**config.mk**
```make
export PLATFORM = sky130hd
export DESIGN_NAME = ser_tx
export DESIGN_NICKNAME = d
export VERILOG_FILES = /design/src/rtl/ser_tx.sv
export SDC_FILE = /design/constraint.sdc
export NUM_CORES = 1
export LEC_CHECK = 0
export BUFFER_PORTS_ARGS = -buffer_cell sky130_fd_sc_hd__buf_2
export CAP_MARGIN = 20
export CORE_MARGIN = 5
export CORE_UTILIZATION = 29
export CTS_BUF_LIST = sky130_fd_sc_hd__clkbuf_4 sky130_fd_sc_hd__clkbuf_8
export DETAILED_ROUTE_END_ITERATION = 7
export GPL_TIMING_DRIVEN = 0
export MAX_ROUTING_LAYER = met4
export PLACE_DENSITY = 0.56
export SLEW_MARGIN = 20
export SYNTH_ARGS = -nofsm -noshare
export SYNTH_HDL_FRONTEND = slang
export SYNTH_SLANG_ARGS = --single-unit
```
**constraint.sdc**
```tcl
create_clock -name clk_i -period 1.78 [get_ports clk_i]
set_input_delay 0.356 -clock clk_i [delete_from_list [all_inputs] [get_ports clk_i]]
set_output_delay 0.356 -clock clk_i [all_outputs]
set_load 0.1 [all_outputs]
```
**src/rtl/ser_tx.sv**
```systemverilog
// ser_tx: parallel-to-serial framed transmitter, LSB first, with an
// optional even-parity bit and idle guard cycles after each frame.
module ser_tx #(
    parameter int WIDTH     = 8,
    parameter int PARITY    = 1,
    parameter int IDLE_BITS = 1
) (
    input  logic             clk_i,
    input  logic             rstn_i,
    input  logic [WIDTH-1:0] data_i,
    input  logic             valid_i,
    output logic             ready_o,
    output logic             ser_o,
    output logic             frame_o,
    output logic             busy_o
);

    localparam int CW = $clog2(WIDTH + 1);
    localparam logic [CW-1:0] CNT_LAST = CW'(WIDTH - 1);
    localparam logic [3:0] GAP_LAST =
        (IDLE_BITS > 0) ? 4'(IDLE_BITS - 1) : 4'd0;

    generate
        if (WIDTH < 1) begin : g_bad_width
            $error("ser_tx: WIDTH must be at least 1");
        end
        if (PARITY != 0 && PARITY != 1) begin : g_bad_parity
            $error("ser_tx: PARITY must be 0 or 1");
        end
        if (IDLE_BITS < 0 || IDLE_BITS > 15) begin : g_bad_idle
            $error("ser_tx: IDLE_BITS must be in 0..15");
        end
    endgenerate

    typedef enum logic [1:0] {
        IDLE,
        DATA,
        PAR,
        GAP
    } state_t;

    state_t         state;
    logic [WIDTH-1:0] shift;
    logic [WIDTH-1:0] shift_nxt;
    logic [CW-1:0]  cnt;
    logic [3:0]     gcnt;
    logic           par;

    assign shift_nxt = shift >> 1;

    // Outputs are loaded with the value of the state being entered,
    // so every output is a plain flop.
    always_ff @(posedge clk_i or negedge rstn_i) begin
        if (!rstn_i) begin
            state   <= IDLE;
            shift   <= '0;
            cnt     <= '0;
            gcnt    <= '0;
            par     <= 1'b0;
            ready_o <= 1'b1;
            ser_o   <= 1'b1;
            frame_o <= 1'b0;
            busy_o  <= 1'b0;
        end else begin
            unique case (state)
                IDLE: begin
                    if (valid_i && ready_o) begin
                        shift   <= data_i;
                        par     <= ^data_i;
                        cnt     <= '0;
                        state   <= DATA;
                        ready_o <= 1'b0;
                        busy_o  <= 1'b1;
                        ser_o   <= data_i[0];
                        frame_o <= 1'b1;
                    end
                end
                DATA: begin
                    shift <= shift_nxt;
                    if (cnt == CNT_LAST) begin
                        if (PARITY != 0) begin
                            state <= PAR;
                            ser_o <= par;
                        end else if (IDLE_BITS > 0) begin
                            state   <= GAP;
                            gcnt    <= '0;
                            ser_o   <= 1'b1;
                            frame_o <= 1'b0;
                        end else begin
                            state   <= IDLE;
                            ready_o <= 1'b1;
                            busy_o  <= 1'b0;
                            ser_o   <= 1'b1;
                            frame_o <= 1'b0;
                        end
                    end else begin
                        cnt   <= cnt + 1'b1;
                        ser_o <= shift_nxt[0];
                    end
                end
                PAR: begin
                    ser_o   <= 1'b1;
                    frame_o <= 1'b0;
                    if (IDLE_BITS > 0) begin
                        state <= GAP;
                        gcnt  <= '0;
                    end else begin
                        state   <= IDLE;
                        ready_o <= 1'b1;
                        busy_o  <= 1'b0;
                    end
                end
                GAP: begin
                    if (gcnt == GAP_LAST) begin
                        state   <= IDLE;
                        ready_o <= 1'b1;
                        busy_o  <= 1'b0;
                    end else begin
                        gcnt <= gcnt + 4'd1;
                    end
                end
            endcase
        end
    end

endmodule
```
==> metrics, run 1 <==
Layout Cells excl Fill slightly below 200; ratio of final minimum period to clock period 0.960; FMAX 585 MHz; Top delay family on crit path flip-flops; worst min-delay path class in -> async; register area between 500 and 600 um^2; number of synthesized flops with an enable pin 0; Final ANT Viol Nets 0; CP Data Arrival Time between 1.5 and 2 ns; sequential area share after synthesis 0.441; Netlist cell types 34; Die Y around 76 um; Crit path required time between 1.5 and 2 ns; Multi-input gate area 676 um^2; placed cell count 191; Worst Skew between 0.002 and 0.003 ns; Critical Path Max Stage Delay roughly 0.43 ns; Synth Instances roughly 130; number of global-route vias before repair 959; status completed; core area roughly 0.0043 mm^2; Critical Path, Cell by Cell ha_1 -> and3b_1 -> buf_6 -> mux2_4 -> a211oi_2 -> o32ai_1; IO Port Bufs 14; Area Growth Syn to Fin 20.0%; first-pass GRT wire length about 4300 um; initial antenna violation count 0; Max Root-Sink Buffers 2; CTS tree yes; share of the synthesized area in the top cell type 0.399; clk slew on worst S/H paths about 0.080 ns; Worst Max-Slew Pin Slew 0.498 ns; Final min period roughly 1.7 ns; gr usage total 0.100; endpoints failing setup 0; Nets roughly 170; sw frac 0.456; crit path kind reg -> reg; Async S/R FF share, synth 1.00; VDD IR max 1820 uV; Ports 15; Max stage delay cell, worst path dfrtp_1; Max FO, Critical Path 6; CTS buffer count 3; post-synthesis instance area between 0.001 and 0.0015 mm^2; grt ovf 0; Cell Pwr Density 1830 mW/mm^2; total die area around 0.0057 mm^2; max-slew violation count 0; Post-Syn Nets ~140; part of the power in combinational logic 0.556; synth top area cells dfrtp_1 (40%), ha_1 (8.0%), mux2i_1 (8.0%); most common cell after layout, fill and taps aside dfrtp_1; Fill cells 450; max-cap viol count 0; worst skew pair latency between 0.2 and 0.3 ns; DR vias ~900; RR Startpoint cnt[0]; post-synthesis register bit count 22; sequential power share 0.314; DRC Markers 0; WP buf/inv 1; root buf cell clkbuf_8; placer congestion estimate approximately 0.75; Final Hold Viols 0; Final HPWL DP about 1900 um; relative slew slack 0.668; WL final around 2500 um; Setup crit start cnt[0]; 1st-iter DRT viols 26; ratio of cells with drive above 1 in the final layout 0.247; internal power between 1 and 1.5 mW; Die X ~76 um; synthesized area per cell roughly 10 um^2; Leak roughly 0.67 nW; Setup Total Neg Slack 0 ns; n_diodes 0; drt pass-1 iters 4; Clk network pwr share 0.130; row count 24; CTS Hold Bufs 0; CTS Sinks 22; highest-count cells in the layout ignoring fill and taps dfrtp_1 (20), buf_2 (14), nor2_1 (13); Primary FF master, synth dfrtp_1; routed vias/inst around 4.6; area leader, netlist dfrtp_1; final hold slack 0.0512 ns; largest net degree at the start of global routing 23; CP startpoint kind flip-flop; Critical Path End Type flip-flop; H-tree level count 1; Net Switching approximately 1.3 mW; YS warnings 0; Initial Utilization 0.294; WL per Instance roughly 13 um
==> path summary, 6_finish.rpt <==
path	endpoint	slack, ns	depth (start not counted)
min in group clk_i	shift[7]	0.41	3
max in group asynchronous	ready_o	1.37	1
min reg2reg	par	0.50	2
max reg2reg	ser_o	0.07	6
max	ser_o	0.07	6
min	shift[6]	0.05	1
==> worst register-to-register path, delay by kind of cell (launching register included) <==
kind,cells,cell delay (ns)
flops,1,0.43
compound gates,2,0.33
mux,1,0.30
fa+ha+maj,1,0.25
simple gates,1,0.20
buf+inv,1,0.13
==> power groups by stage <==
stage / registers, mW / logic (mW) / clock network (mW)
final: 0.864 / 1.53 / 0.357
after global routing: 0.892 / 1.67 / 0.388
after CTS: 0.864 / 1.44 / 0.364
after detailed placement: 0.871 / 1.40 / 0
after global placement: 0.860 / 1.37 / 0
after floorplan: 1.13 / 0.850 / 0
==> routing by layer <==
| layer | track usage | wire (um) |
|---|---|---|
| met4 | 0.0408 | 27 |
| met5 | - | 0 |
| met1 | 0.127 | 1200 |
| met2 | 0.166 | 1280 |
| met3 | 0.00396 | 11 |
==> stage by stage <==
step | setup slack [ns] | util | instance area, um^2 | power (mW)
after global routing | -0.0106 | 0.353 | 1510 | 2.95
final | 0.0706 | 0.353 | 1510 | 2.75
after CTS | 0.0162 | 0.343 | 1460 | 2.67
after floorplan | 0.138 | - | 1260 | 1.98
after global placement | -0.0280 | 0.327 | 1390 | 2.23
after detailed placement | -0.0933 | 0.327 | 1390 | 2.27
==> area by class of cell <==
class | instances | area share
repair buffers | 17 | 0.0615
plain buffers | 3 | 0.0158
inverters | 10 | 0.0249
clock buffers | 4 | 0.0365
flip-flops and latches | 22 | 0.370
multi-input cells | 90 | 0.449
well taps | 52 | 0.0432
==> state kept, by name (all words and copies together) (netlist names) <==
signal	cells
ready_o	1
par	1
ser_o	1
cnt	4
busy_o	1
shift	7
frame_o	1
gcnt	4
state	2
==> synthesized netlist by cell type (2+ instances only) <==
cell	number
dfrtp_1	20
nor2_1	13
a21oi_1	12
inv_1	10
mux2i_1	10
ha_1	8
xnor2_1	8
nand2_1	6
o21ai_1	4
o22ai_1	4
nand3_1	3
a21boi_2	2
dfstp_2	2
nor2b_1	2
nor3_1	2
==> cells by family after synthesis <==
family	count (synthesis)	synth area share
AND/OR/NAND/NOR	33	0.128
AO/OA/AOI/OAI	29	0.150
flip-flops	22	0.441
buffers and inverters	13	0.0459
multiplexers	12	0.101
XOR/XNOR	8	0.0558
adder cells (fa/ha/maj)	8	0.0798
==> what timing repair did <==
item                       4_1_cts  5_1_grt
setup endpoints to repair       11       12
resized for setup                4        4
buffers inserted                 0        3
Note: power is estimated with default switching activity, not from simulation.
==> inputs of run 2 (changes only) <==
CTS_BUF_LIST = default   (was sky130_fd_sc_hd__clkbuf_4 sky130_fd_sc_hd__clkbuf_8)
PLACE_DENSITY = default   (was 0.56)
PLACE_DENSITY_LB_ADDON = 0.12   (was default)
==> run 2 against run 1 <==
Highest routed layer unchanged. Clock power decreased by 11%. Critical endpoint is now ready_o. Via count up 2.7%. Total power down 0.89%. Setup slack improved by 0.0064 ns. Critical path depth down 5.
==> metrics, run 2 (synthesis gave the netlist of run 1 again) <==
most common cell after layout, fill and taps aside dfrtp_1; Final ANT Viol Nets 0; endpoints failing setup 0; CTS tree yes; worst skew pair latency approximately 0.26 ns; drt pass-1 iters 4; VDD IR max 967 uV; total die area around 0.0057 mm^2; CP startpoint kind flip-flop; Max Root-Sink Buffers 2; ratio of final minimum period to clock period 0.957; last element of the critical path ready_o; 1st-iter DRT viols 29; CTS Sinks 22; DRC Markers 0; crit path kind reg -> out; routed vias/inst 4.74; Worst path depth 1; highest-count cells in the layout ignoring fill and taps dfrtp_1 (20), buf_2 (14), nor2_1 (13); Ports 15; max-cap viol count 0; H-tree level count 1; Top delay family on crit path flip-flops; Setup crit start ready_o; dpl ws -0.122 ns; Setup Total Neg Slack 0 ns; initial antenna violation count 0; reg2reg setup slack ~0.10 ns; Fill cells ~470; relative slew slack 0.660; Worst Max-Slew Pin Slew just over 0.5 ns; root buf cell clkbuf_8; placed cell count roughly 190; WL per Instance between 10 and 15 um; first-pass GRT wire length between 4000 and 5000 um; Area Growth Syn to Fin 19.3%; CTS Hold Bufs 0; sw frac 0.457; Nets between 150 and 200; Die Y 75.8 um; Cell Pwr Density between 1500 and 2000 mW/mm^2; WP buf/inv 1; Critical Path End Type output port; number of global-route vias before repair 944; sequential power share 0.316; largest net degree at the start of global routing 23; RSZ-0062 raised after global routing false; WL final 2690 um; final setup margin a little under 0.08 ns; Leak approximately 0.67 nW; Crit path required time 1.42 ns; CTS buffer count 3; Biggest register shift; placer congestion estimate ~0.75; Critical Path Max Stage Delay 0.65 ns; Clk network pwr share 0.117; IO Port Bufs 14; worst min-delay path class in -> async; FF-to-FF End ready_o; part of the power in combinational logic 0.567; Critical Path, Cell by Cell buf_2; clk slew on worst S/H paths roughly 0.08 ns; CP Data Arrival Time 1.35 ns; Max FO, Critical Path 5; Worst Skew 0.00809 ns; Die X around 76 um; DR vias 938; internal power approximately 1.5 mW; status completed; Largest regs shift (7), cnt (4), gcnt (4); Layout Cell Area excl Fill 0.00150 mm^2; Initial Utilization 0.294; Final min period between 1.5 and 2 ns; Max stage delay cell, worst path dfstp_4; Layout Cells excl Fill between 150 and 200; core area around 0.0043 mm^2; Net Switching approximately 1.2 mW; grt ovf 0; placed inst area 0.00139 mm^2; row count 24; FMAX 587 MHz; R2R depth 4; utilization after layout 0.351; RR Startpoint state[0]; max-slew violation count 0; n_diodes 0; gr usage total 0.106; max FFs per register 7; ratio of cells with drive above 1 in the final layout 0.233; Final Hold Viols 0; Final HPWL DP approximately 2000 um
run 2: cell counts in the layout (fill, tap and decap cells not counted):
No cell type changed its count.
run 2: power by group through the flow:
stage	Sequential (mW)	Clock, mW	Combinational (mW)
3_5_place_dp	0.873	0	1.41
4_1_cts	0.864	0.339	1.44
2_1_floorplan	1.13	0	0.850
3_3_place_gp	0.863	0	1.38
5_1_grt	0.884	0.355	1.68
6_report	0.862	0.319	1.54
run 2: how the worst min path moves through the flow:
stage	depth (start not counted)	start	slack (ns)	end
after floorplan	0	rstn_i	0.06	busy_o
after global placement	1	rstn_i	0.36	shift[5]
after detailed placement	1	rstn_i	0.37	shift[5]
after CTS	1	rstn_i	0.08	state[1]
after global routing	1	rstn_i	0.1	state[1]
final	1	rstn_i	0.05	state[1]
run 2: layout make-up:
cell class	count	area (um^2)	share of cell area
Multi-Input combinational cell	90	661	0.441
Sequential cell	22	557	0.372
Timing Repair Buffer	17	105	0.0702
Tap cell	52	65.1	0.0434
Clock buffer	4	45.0	0.0301
Inverter	10	37.5	0.0251
Buffer	3	27.5	0.0184
run 2: repair_timing:
| action | 4_1_cts | 5_1_grt |
|---|---|---|
| endpoints found under the setup margin | 10 | 12 |
| setup buffers | 0 | 3 |
| gates resized for setup | 3 | 5 |
run 2: stage by stage:
stage	power [mW]	hold WS (ns)
floorplan	1.98	0.0604
global route	2.92	0.0958
finish	2.73	0.0513
detailed placement	2.28	0.369
global placement	2.25	0.360
CTS	2.65	0.0763
run 2: routing by layer:
| layer | part of all wire | track usage | vias up |
|---|---|---|---|
| li1 | - | - | 475 |
| met1 | 0.49 | 0.141 | 451 |
| met2 | 0.48 | 0.158 | 7 |
| met3 | 0.012 | 0.0158 | 5 |
| met4 | 0.017 | 0.0466 | 0 |
| met5 | 0 | - | - |
